File: src/rtl/fetch_pkg.sv
// Shared constants, the buffered fetch entry type and a counter-width helper for the
// instruction-fetch slice.
package fetch_pkg;

    localparam int unsigned XLEN = 32;
    localparam logic [31:0] NOP_INSTR = 32'h0000_0013;

    typedef struct packed {
        logic [XLEN-1:0] pc;
        logic [31:0]     instruction;
    } fetch_entry_t;

    // Bits needed to hold an occupancy count from 0 up to and including depth.
    function automatic int unsigned cntWidth(input int unsigned depth);
        return (depth < 1) ? 1 : $clog2(depth + 1);
    endfunction

endpackage

File: src/rtl/fetch_fifo.sv
// Synchronous FIFO with flush; the head entry is read straight from the storage registers.
module fetch_fifo
    import fetch_pkg::*;
#(
    parameter int unsigned Width = 32,
    parameter int unsigned Depth = 2,
    localparam int unsigned CntW = cntWidth(Depth)
) (
    input  logic             clk,
    input  logic             rstN,
    input  logic             push,
    input  logic [Width-1:0] pushData,
    input  logic             pop,
    input  logic             clear,
    output logic [Width-1:0] headData,
    output logic [CntW-1:0]  count,
    output logic             full,
    output logic             empty
);

    localparam int unsigned PtrW = (Depth > 1) ? $clog2(Depth) : 1;
    localparam logic [PtrW-1:0] LastIdx = PtrW'(Depth - 1);
    localparam logic [CntW-1:0] DepthCnt = CntW'(Depth);

    logic [Width-1:0] mem [Depth];
    logic [PtrW-1:0]  wrPtrQ;
    logic [PtrW-1:0]  rdPtrQ;
    logic [CntW-1:0]  countQ;
    logic             doPush;
    logic             doPop;

    assign empty = (countQ == '0);
    assign full  = (countQ == DepthCnt);

    // A push into a full FIFO is only taken when the head leaves in the same cycle.
    assign doPop  = pop && !empty;
    assign doPush = push && (!full || doPop);

    function automatic logic [PtrW-1:0] nextPtr(input logic [PtrW-1:0] ptr);
        return (ptr == LastIdx) ? '0 : ptr + 1'b1;
    endfunction

    always_ff @(posedge clk or negedge rstN) begin
        if (!rstN) begin
            wrPtrQ <= '0;
            rdPtrQ <= '0;
            countQ <= '0;
        end else if (clear) begin
            wrPtrQ <= '0;
            rdPtrQ <= '0;
            countQ <= '0;
        end else begin
            if (doPush) begin
                wrPtrQ <= nextPtr(wrPtrQ);
            end
            if (doPop) begin
                rdPtrQ <= nextPtr(rdPtrQ);
            end
            case ({doPush, doPop})
                2'b10:   countQ <= countQ + 1'b1;
                2'b01:   countQ <= countQ - 1'b1;
                default: countQ <= countQ;
            endcase
        end
    end

    always_ff @(posedge clk) begin
        if (doPush && !clear) begin
            mem[wrPtrQ] <= pushData;
        end
    end

    assign headData = mem[rdPtrQ];
    assign count    = countQ;

endmodule

File: src/rtl/fetch_unit.sv
// Instruction-fetch stage: owns the PC, tracks in-flight imem requests, buffers returned
// instructions for IF/ID and drops responses made stale by a redirect.
module fetch_unit #(
    parameter int unsigned    XLEN            = 32,
    parameter logic [XLEN-1:0] RESET_PC       = '0,
    parameter int unsigned    MAX_OUTSTANDING = 2,
    parameter int unsigned    FIFO_DEPTH      = 2
) (
    input  logic            clk,
    input  logic            rstN,
    input  logic            pcEnable,
    input  logic            ifidEnable,
    input  logic            ifidClear,
    input  logic            takeBranch_MEM,
    input  logic [XLEN-1:0] branchTarget_MEM,
    output logic            imemReqValid,
    input  logic            imemReqReady,
    output logic [XLEN-1:0] imemReqAddress,
    input  logic            imemRespValid,
    input  logic [31:0]     imemRespData,
    output logic            valid_IF,
    output logic [31:0]     instruction_IF,
    output logic [XLEN-1:0] pc_IF
);

    import fetch_pkg::*;

    localparam int unsigned OutW = cntWidth(MAX_OUTSTANDING);
    localparam int unsigned BufW = cntWidth(FIFO_DEPTH);
    localparam logic [BufW:0] DepthLimit = (BufW + 1)'(FIFO_DEPTH);

    logic [XLEN-1:0] pcQ;
    logic [OutW-1:0] dropCountQ;
    logic [OutW-1:0] outstanding;
    logic [BufW-1:0] bufCount;
    logic [BufW:0]   creditUsed;
    logic [XLEN-1:0] pcqHead;
    fetch_entry_t    bufIn;
    fetch_entry_t    bufHead;
    logic            redirect;
    logic            accept;
    logic            respDrop;
    logic            bufPush;
    logic            bufPop;
    logic            bufEmpty;
    logic            bufFull;
    logic            pcqFull;
    logic            pcqEmpty;
    logic            unusedFlags;

    assign redirect = takeBranch_MEM || ifidClear;
    assign bufPop   = !bufEmpty && ifidEnable && !redirect;
    assign respDrop = imemRespValid && (redirect || (dropCountQ != '0));
    assign bufPush  = imemRespValid && !respDrop;

    // Slots already promised to the buffer; the entry leaving this cycle frees its slot
    // immediately so a ready memory can sustain one instruction per cycle.
    always_comb begin
        creditUsed = (BufW + 1)'(outstanding) + (BufW + 1)'(bufCount) - (BufW + 1)'(bufPop);
    end

    assign imemReqValid   = rstN && pcEnable && !redirect && !pcqFull && (creditUsed < DepthLimit);
    assign accept         = imemReqValid && imemReqReady;
    assign imemReqAddress = pcQ;

    // The PC queue occupancy is exactly the number of accepted-but-unreturned requests.
    fetch_fifo #(
        .Width (XLEN),
        .Depth (MAX_OUTSTANDING)
    ) pcQueue (
        .clk      (clk),
        .rstN     (rstN),
        .push     (accept),
        .pushData (pcQ),
        .pop      (imemRespValid),
        .clear    (1'b0),
        .headData (pcqHead),
        .count    (outstanding),
        .full     (pcqFull),
        .empty    (pcqEmpty)
    );

    always_comb begin
        bufIn.pc          = pcqHead;
        bufIn.instruction = imemRespData;
    end

    fetch_fifo #(
        .Width ($bits(fetch_entry_t)),
        .Depth (FIFO_DEPTH)
    ) instrBuffer (
        .clk      (clk),
        .rstN     (rstN),
        .push     (bufPush),
        .pushData (bufIn),
        .pop      (bufPop),
        .clear    (redirect),
        .headData (bufHead),
        .count    (bufCount),
        .full     (bufFull),
        .empty    (bufEmpty)
    );

    always_ff @(posedge clk or negedge rstN) begin
        if (!rstN) begin
            pcQ        <= {RESET_PC[XLEN-1:2], 2'b00};
            dropCountQ <= '0;
        end else if (redirect) begin
            pcQ        <= {branchTarget_MEM[XLEN-1:2], 2'b00};
            // Everything still in flight belongs to the old path, including this cycle's reply.
            dropCountQ <= outstanding - OutW'(imemRespValid);
        end else begin
            if (accept) begin
                pcQ <= pcQ + XLEN'(4);
            end
            if (imemRespValid && (dropCountQ != '0)) begin
                dropCountQ <= dropCountQ - 1'b1;
            end
        end
    end

    assign valid_IF       = !bufEmpty;
    assign instruction_IF = bufEmpty ? NOP_INSTR : bufHead.instruction;
    assign pc_IF          = bufEmpty ? '0 : bufHead.pc;

    assign unusedFlags = ^{pcqEmpty, bufFull};

endmodule
File: config.mk
export PLATFORM = sky130hd
export DESIGN_NAME = fetch_unit
export DESIGN_NICKNAME = d
export VERILOG_FILES = /design/src/rtl/fetch_pkg.sv /design/src/rtl/fetch_fifo.sv /design/src/rtl/fetch_unit.sv
export SDC_FILE = /design/constraint.sdc
export NUM_CORES = 1
export LEC_CHECK = 0
export ABC_AREA = 1
export BUFFER_PORTS_ARGS = -buffer_cell sky130_fd_sc_hd__buf_2
export CAP_MARGIN = 20
export CORE_ASPECT_RATIO = 0.6
export CORE_MARGIN = 1.5
export CORE_UTILIZATION = 56
export DETAILED_ROUTE_END_ITERATION = 10
export PLACE_DENSITY = 0.8
export RECOVER_POWER = 50
export SYNTH_ARGS = -nofsm -noshare
export SYNTH_HDL_FRONTEND = slang
export SYNTH_SLANG_ARGS = --single-unit
File: constraint.sdc
create_clock -name clk -period 5.5 [get_ports clk]
set_clock_uncertainty 0.05 [all_clocks]
set_input_delay 0.825 -clock clk [delete_from_list [all_inputs] [get_ports clk]]
set_output_delay 0.825 -clock clk [all_outputs]
set_load 0.01 [all_outputs]
======== Yosys cells after proc, flatten, opt, wreduce, memory -nomap -nowiden ========
Memory sizes are Yosys's and may differ from the RTL's.
Cells that the tools add are included.
storage, ports and cells
  flip-flop bits (word level) ............. 42
  output and inout bits ................... 98
  memories kept ........................... 2
  bits in writable memories ............... 192
  input port bits ......................... 72
cells by class
  muxes and demuxes ....................... 21
  add/subtract/negate cells ............... 13
  eq/ne operators ......................... 6
  magnitude comparators ................... 1
  reductions and logical operators ........ 34
memory list
  name             words  bits a word  read ports  clocked after Yosys merged registers in  wr ports  RTL line          source
  instrBuffer.mem  2      64           1           0                                        1         fetch_fifo.sv:25  logic [Width-1:0] mem [Depth];
  pcQueue.mem      2      32           1           0                                        1         fetch_fifo.sv:25
operators with widths
  kind                                                                          count
  32-bit 2-to-1 mux                                                             4
  32-bit by 3-bit adder with 32-bit output, second input constant               1
  1-bit logical AND                                                             15
  1-bit 2-to-1 mux                                                              12
  2-bit nonzero test                                                            6
  2-bit equality test, second input constant                                    4
  2-bit case mux with 2 select lines                                            2
  1-bit logical NOT                                                             6
  2-bit 2-to-1 mux                                                              3
  2-bit by 1-bit subtractor with 2-bit output, second input constant            3
  1-bit adder, second input constant                                            4
  2-bit by 1-bit adder with 2-bit output, second input constant                 2
  2-bit by 1-bit equality test with 1-bit output, second input constant         2
  2-bit logical NOT                                                             2
  1-bit logical OR                                                              4
  2-bit by 2-bit adder with 3-bit output                                        1
  3-bit by 2-bit less-than comparator with 1-bit output, second input constant  1
  3-bit nonzero test                                                            1
  3-bit by 1-bit subtractor with 3-bit output                                   1
  2-bit by 1-bit subtractor with 2-bit output                                   1

======== Longest topological paths before layout ========
  depth after elaboration ................. 11
  gate-level depth with buffers ........... 17

======== Hierarchy ========
A second synthesis with hierarchy kept.
unflattened totals
  cell total of the unflattened synthesis .. 1150
  area, all modules ....................... 10764.1 µm²
by module, submodules not included
  module                    times used  sequential area each (µm²)  cells each  area an instance (µm²)
  fetch_fifo (instrBuffer)  1           3943.8                      374         4908.5
  fetch_unit                1           800.8                       569         3258.1
  fetch_fifo (pcQueue)      1           2021.9                      207         2597.5

======== Least setup slack after synthesis ========
Ideal clock, no wire load.
  path kind ............................... in2reg
  start ................................... input port ifidClear
  end ..................................... memory pcQueue.mem[0][10] (enable)
  cell stages on the path ................. 12
  arrival time ............................ 4.430 ns
  path buffers ............................ 2
  setup slack ............................. 0.603 ns
  cells stage by stage .................... nor2_4 inv_2 clkbuf_1 nor3_1 ha_1 or2_2 fa_1 nand3_1 nor2_8 nand2_4 buf_6 nor2_1
on the way
  word-level cells in the longest chain between the ends .. 10
ends and longest elaborated chain
  item                                                   RTL line                            source
  start, declared                                        fetch_unit.sv:13                    input logic ifidClear,
  1-bit logical OR *                                     fetch_unit.sv:51                    assign redirect = takeBranch_MEM || ifidClear;
  1-bit logical NOT *                                    fetch_unit.sv:52, fetch_unit.sv:62
  1-bit logical AND                                      fetch_unit.sv:52                    assign bufPop = !bufEmpty && ifidEnable && !redirect;
  3-bit by 1-bit subtractor with 3-bit output            fetch_unit.sv:59                    creditUsed = (BufW + 1)'(outstanding) + (BufW + 1)'(bufCount) - (BufW + 1)'(bufPop);
  3-bit by 2-bit less-than comparator with 1-bit output  fetch_unit.sv:62                    assign imemReqValid = rstN && pcEnable && !redirect && !pcqFull && (creditUsed < DepthLimit);
  1-bit logical AND *                                    fetch_unit.sv:62
  named net imemReqValid                                 fetch_unit.sv:16                    output logic imemReqValid,
  1-bit logical AND *                                    fetch_unit.sv:63                    assign accept = imemReqValid && imemReqReady;
  1-bit logical AND *                                    fetch_fifo.sv:37                    assign doPush = push && (!full || doPop);
  1-bit 2-to-1 mux *                                     fetch_fifo.sv:68                    if (doPush && !clear) begin
  1-bit 2-to-1 mux (not written as such) *               fetch_fifo.sv:69                    mem[wrPtrQ] <= pushData;
  end, declared                                          fetch_fifo.sv:25
The timed path passes the listed nets; every way through them passes the cells marked *.

======== Worst setup path after layout ========
  start ................................... input port ifidClear
  end ..................................... memory instrBuffer.mem[1][29] in the netlist's numbering (enable)
on the way
  word-level cells in the longest chain between the ends .. 9
ends and longest elaborated chain
  item                                                    RTL line
  1-bit logical OR *                                      fetch_unit.sv:51
  1-bit logical OR or 1-bit logical NOT (tied branches)   fetch_unit.sv:53, fetch_fifo.sv:68, fetch_unit.sv:52
  1-bit logical AND, on equally long branches             fetch_unit.sv:53, fetch_unit.sv:52
  1-bit logical NOT or 1-bit logical AND (tied branches)  fetch_unit.sv:54, fetch_fifo.sv:36
  1-bit logical AND or 1-bit logical OR (tied branches)   fetch_unit.sv:54, fetch_fifo.sv:37
  1-bit logical AND                                       fetch_fifo.sv:37
  1-bit logical AND *                                     fetch_fifo.sv:68
  1-bit 2-to-1 mux *                                      fetch_fifo.sv:68
  1-bit 2-to-1 mux (not written as such) *                fetch_fifo.sv:69
  end, declared                                           fetch_fifo.sv:25
Mark *: on every way between the ends. The rest lies on a longest branch, timed or not.

==> impl.org <==
** Run
- Max-cap violations in this run came to 3.

** Global route
- Global-route wire length before repair :: 34600 um
- The number of global-route vias before repair is 6730.
- In the global route stage, overall resource usage came out at 0.241.
- Residual overflow from global routing :: 0
- Initial antenna violation count :: 0
- Pin count of the biggest net entering global routing :: 69

** Routing
- For this block, the routed nets add up to 21900 um of wire.
- Number of DRC violations after detailed routing :: 0
- For this block, the initial DRC count from the detailed router was 679.
- Dividing the detail-routed wire length by the instance count gives 15.9 um.
- In this run the remaining antenna-violating nets after routing total 0.
- After detailed routing, the number of vias per cell comes to 5.31.
- Summing over every cut layer, the via total after detailed routing is 7323.
- Before antenna repair, the detailed router went through 7 iterations.

** STA
- Post-route clock period utilization :: 0.802
- Setup_tns :: 0 ns
- For this run, the top clock speed supported by timing is 0.227 GHz.
- Final Hold Violating Endpoints :: 0
- The worst path in the final design needs a cycle of 4.41 ns, including I/O delays and setup.
- The worst pin sits at a relative slew slack of -0.592.
- Setup violations remaining at the end of the flow were counted as 0.
- Setup repair after global routing left no endpoint under its margin.
- For the pin with the worst max-slew slack, the measured transition is 2.39 ns.
- The final number of max-transition violations is 115.

** Finish
- Of the cells placed in the final design, the portion with a size suffix greater than 1 is 0.155.
- Layout-stage area growth over the synthesis result :: 16.5%
- Combined area of the multi-input logic cells :: 0.00295 mm^2
- The top cell types in the final layout, fill and taps aside, are sky130_fd_sc_hd__nand2_1 (376), sky130_fd_sc_hd__edfxtp_1 (184), sky130_fd_sc_hd__buf_2 (120).
- Fill cells :: 1336
- The net count of the finished layout is 1211.
- Registers take 0.00653 mm^2.
- Final cell count without fillers :: 1379
- Most common cell after layout, fill and taps aside :: sky130_fd_sc_hd__nand2_1
- 0 antenna diodes ended up in the layout.

** Hold path
- End point of the most critical hold path :: instrBuffer.wrPtrQ$_DFFE_PN0P_
- Worst hold path cell count :: 2
- Min-Delay Startpoint :: instrBuffer.wrPtrQ$_DFFE_PN0P_
- Classification of the worst-slack hold path :: reg -> reg

** Logic synthesis
- Synthesis warning total :: 0
- In this run the mean area of a mapped cell was 10.1 um^2.
- Commonest register cell after synthesis :: sky130_fd_sc_hd__edfxtp_1
- Synthesis produced a netlist whose cell count is 974.
- Number of synthesized flops with an enable pin :: 184
- The number of different library cells used by synthesis comes to 36.
- Synthesis inferred 224 register bits.
- For this run, the register share of the synthesized area comes to 0.663.
- In this run the cell area of the synthesized design comes to 0.00984 mm^2.
- After synthesis, the share of flip-flops with an asynchronous set or reset is 0.179.

** Clock tree
- Inserted Clock Buffers :: 21
- Maximum count of clock buffers along a single path :: 3
- In this run, post-CTS hold repair placed 0 buffers.
- CTS placed an instance of sky130_fd_sc_hd__clkbuf_16 at the clock tree root.
- CTS built an H-tree with a depth of 1.
- Clock transition at path regs :: 0.06 ns
- Clock tree from TritonCTS :: yes
- Post-CTS timing repair inserted 0 buffers for setup.
- CTS-repair resized insts :: 0
- The clock reaches the later pin of the worst-skew pair after 0.49 ns.
- Number of clock sinks :: 224

** Worst setup path
- CP endpoint kind :: flip-flop
- Data arrives at the worst endpoint at 4.49 ns.
- STA classifies the critical path startpoint as a primary input.
- Required arrival time at the worst endpoint :: 5.57 ns
- Critical path fanouts, max :: 33
- The critical path is of the in -> reg type.
- Register-to-register path setup slack :: 1.72 ns
- The worst register-to-register path has a depth of 8.
- In this run the critical register-to-register path is launched from dropCountQ[0]$_DFFE_PN0P_.
- The endpoint identified for the worst register-to-register timing path is instrBuffer.mem[1][29]$_DFFE_PP_.

** Floorplan
- 170 I/O pins were placed.
- Full die area :: 0.0184 mm^2
- Row generation in the floorplan step produced 37 rows.
- The die is 174 um wide.
- Die Ht :: 106 um
- The initial utilization of the core area, before any placement, comes to 0.573.
- Core area :: 0.0172 mm^2

** Place
- Number of placed instances, taps included :: 1340
- DP HPWL :: 14300 um
- At the end of routability-driven placement, the weighted congestion stood at 0.951.
- Input and output buffers added on the ports amount to 163.

** Status
- Outcome :: complete, but fails checks
- The checks that failed: capacitance limit, slew limit.

** Pwr
- For this design the static power due to leakage is 4.72 nW.
- In this run the power density over the cells is 355 mW/mm^2.
- Peak supply drop :: 0.220 mV
## metal layers
metal	up-vias	part of all wire	GRT usage
met3	30	0.087	0.0548
met2	292	0.45	0.375
met4	0	0.015	0.0505
met5	-	0	0
met1	3437	0.45	0.350
li1	3564	-	-
## how the worst max path moves through the flow
stage | start | to | slack (ns) | cells after the start
final | ifidClear | instrBuffer.mem[1][29]$_DFFE_PP_ | 1.09 | 8
after global routing | rstN | imemReqValid | 0.69 | 7
after CTS | ifidClear | imemReqValid | 1.47 | 10
after detailed placement | ifidClear | pcQueue.mem[1][7]$_DFFE_PP_ | 1.16 | 12
after global placement | ifidClear | pcQueue.mem[1][7]$_DFFE_PP_ | 1.24 | 12
after floorplan | ifidClear | pcQueue.mem[0][10]$_DFFE_PP_ | 0.60 | 12
## critical path, stage by stage
cell,delay (ns)
sky130_fd_sc_hd__buf_2,0.09
sky130_fd_sc_hd__nor2_1,0.14
sky130_fd_sc_hd__inv_1,0.41
sky130_fd_sc_hd__o211ai_1,0.41
sky130_fd_sc_hd__nand3_1,0.18
sky130_fd_sc_hd__nor2_1,0.35
sky130_fd_sc_hd__clkbuf_1,1.39
sky130_fd_sc_hd__clkbuf_1,0.67
## cell type report
| type | count | share of cell area |
|---|---|---|
| Clock inverter | 12 | 0.0119 |
| Multi-Input combinational cell | 665 | 0.257 |
| Timing Repair Buffer | 174 | 0.0738 |
| Tap cell | 234 | 0.0255 |
| Sequential cell | 224 | 0.570 |
| Inverter | 45 | 0.0150 |
| Clock buffer | 25 | 0.0472 |
## logic make-up after synthesis
group | after synthesis | share of synthesized area
AND/OR/NAND/NOR | 535 | 0.221
flip-flops | 224 | 0.663
AO/OA/AOI/OAI | 112 | 0.0595
buffers and inverters | 88 | 0.0392
adder cells (fa/ha/maj) | 8 | 0.0109
XOR/XNOR | 6 | 0.00534
other | 1 | 0.000381
## synthesized netlist by cell type (3+ instances only)
cell | number | area (um^2)
sky130_fd_sc_hd__dfrtp_1 | 40 | 1000
sky130_fd_sc_hd__buf_4 | 4 | 30.0
sky130_fd_sc_hd__o21ai_0 | 14 | 70.1
sky130_fd_sc_hd__edfxtp_1 | 184 | 5530
sky130_fd_sc_hd__nand2_1 | 376 | 1410
sky130_fd_sc_hd__clkbuf_1 | 29 | 109
sky130_fd_sc_hd__nor3_1 | 7 | 35.0
sky130_fd_sc_hd__nand3_1 | 46 | 230
sky130_fd_sc_hd__buf_6 | 4 | 45.0
sky130_fd_sc_hd__xor2_1 | 4 | 35.0
sky130_fd_sc_hd__nor2_2 | 4 | 25.0
sky130_fd_sc_hd__or2_2 | 7 | 43.8
sky130_fd_sc_hd__o21ai_1 | 8 | 40.0
sky130_fd_sc_hd__a21oi_1 | 78 | 390
sky130_fd_sc_hd__buf_2 | 6 | 30.0
sky130_fd_sc_hd__nor2_1 | 84 | 315
sky130_fd_sc_hd__ha_1 | 7 | 87.6
sky130_fd_sc_hd__and2_1 | 3 | 18.8
sky130_fd_sc_hd__inv_2 | 3 | 11.3
sky130_fd_sc_hd__inv_1 | 41 | 154
sky130_fd_sc_hd__o21a_1 | 4 | 30.0
## where the power goes
group	internal (mW)	leakage, nW	switching [mW]
Combinational	0.167	2.27	0.354
Clock	0.843	0.320	0.596
Sequential	1.98	2.13	0.128
Total	2.99	4.72	1.08
## metrics by stage
stage                     power, mW  hold WS (ns)  worst slack, ns  cell area [um^2]  utilization
after detailed placement       2.66         0.441             1.16             10800        0.631
final                          4.07         0.453             1.09             11500        0.667
after global placement         2.63         0.436             1.24             10800        0.631
after global routing           4.24         0.450            0.694             11500        0.667
after floorplan                2.45         0.419            0.603              9850            -
after CTS                      4.08         0.364             1.47             11500        0.670
## registers in the layout (all words and copies together), names as in the netlist
signal / count
dropCountQ: 2
pcQueue.rdPtrQ: 1
instrBuffer.count: 2
instrBuffer.wrPtrQ: 1
instrBuffer.mem: 124
pcQueue.count: 2
pcQueue.mem: 60
pcQueue.wrPtrQ: 1
imemReqAddress: 30
instrBuffer.rdPtrQ: 1
No activity file was read; power rests on OpenSTA's default activity.
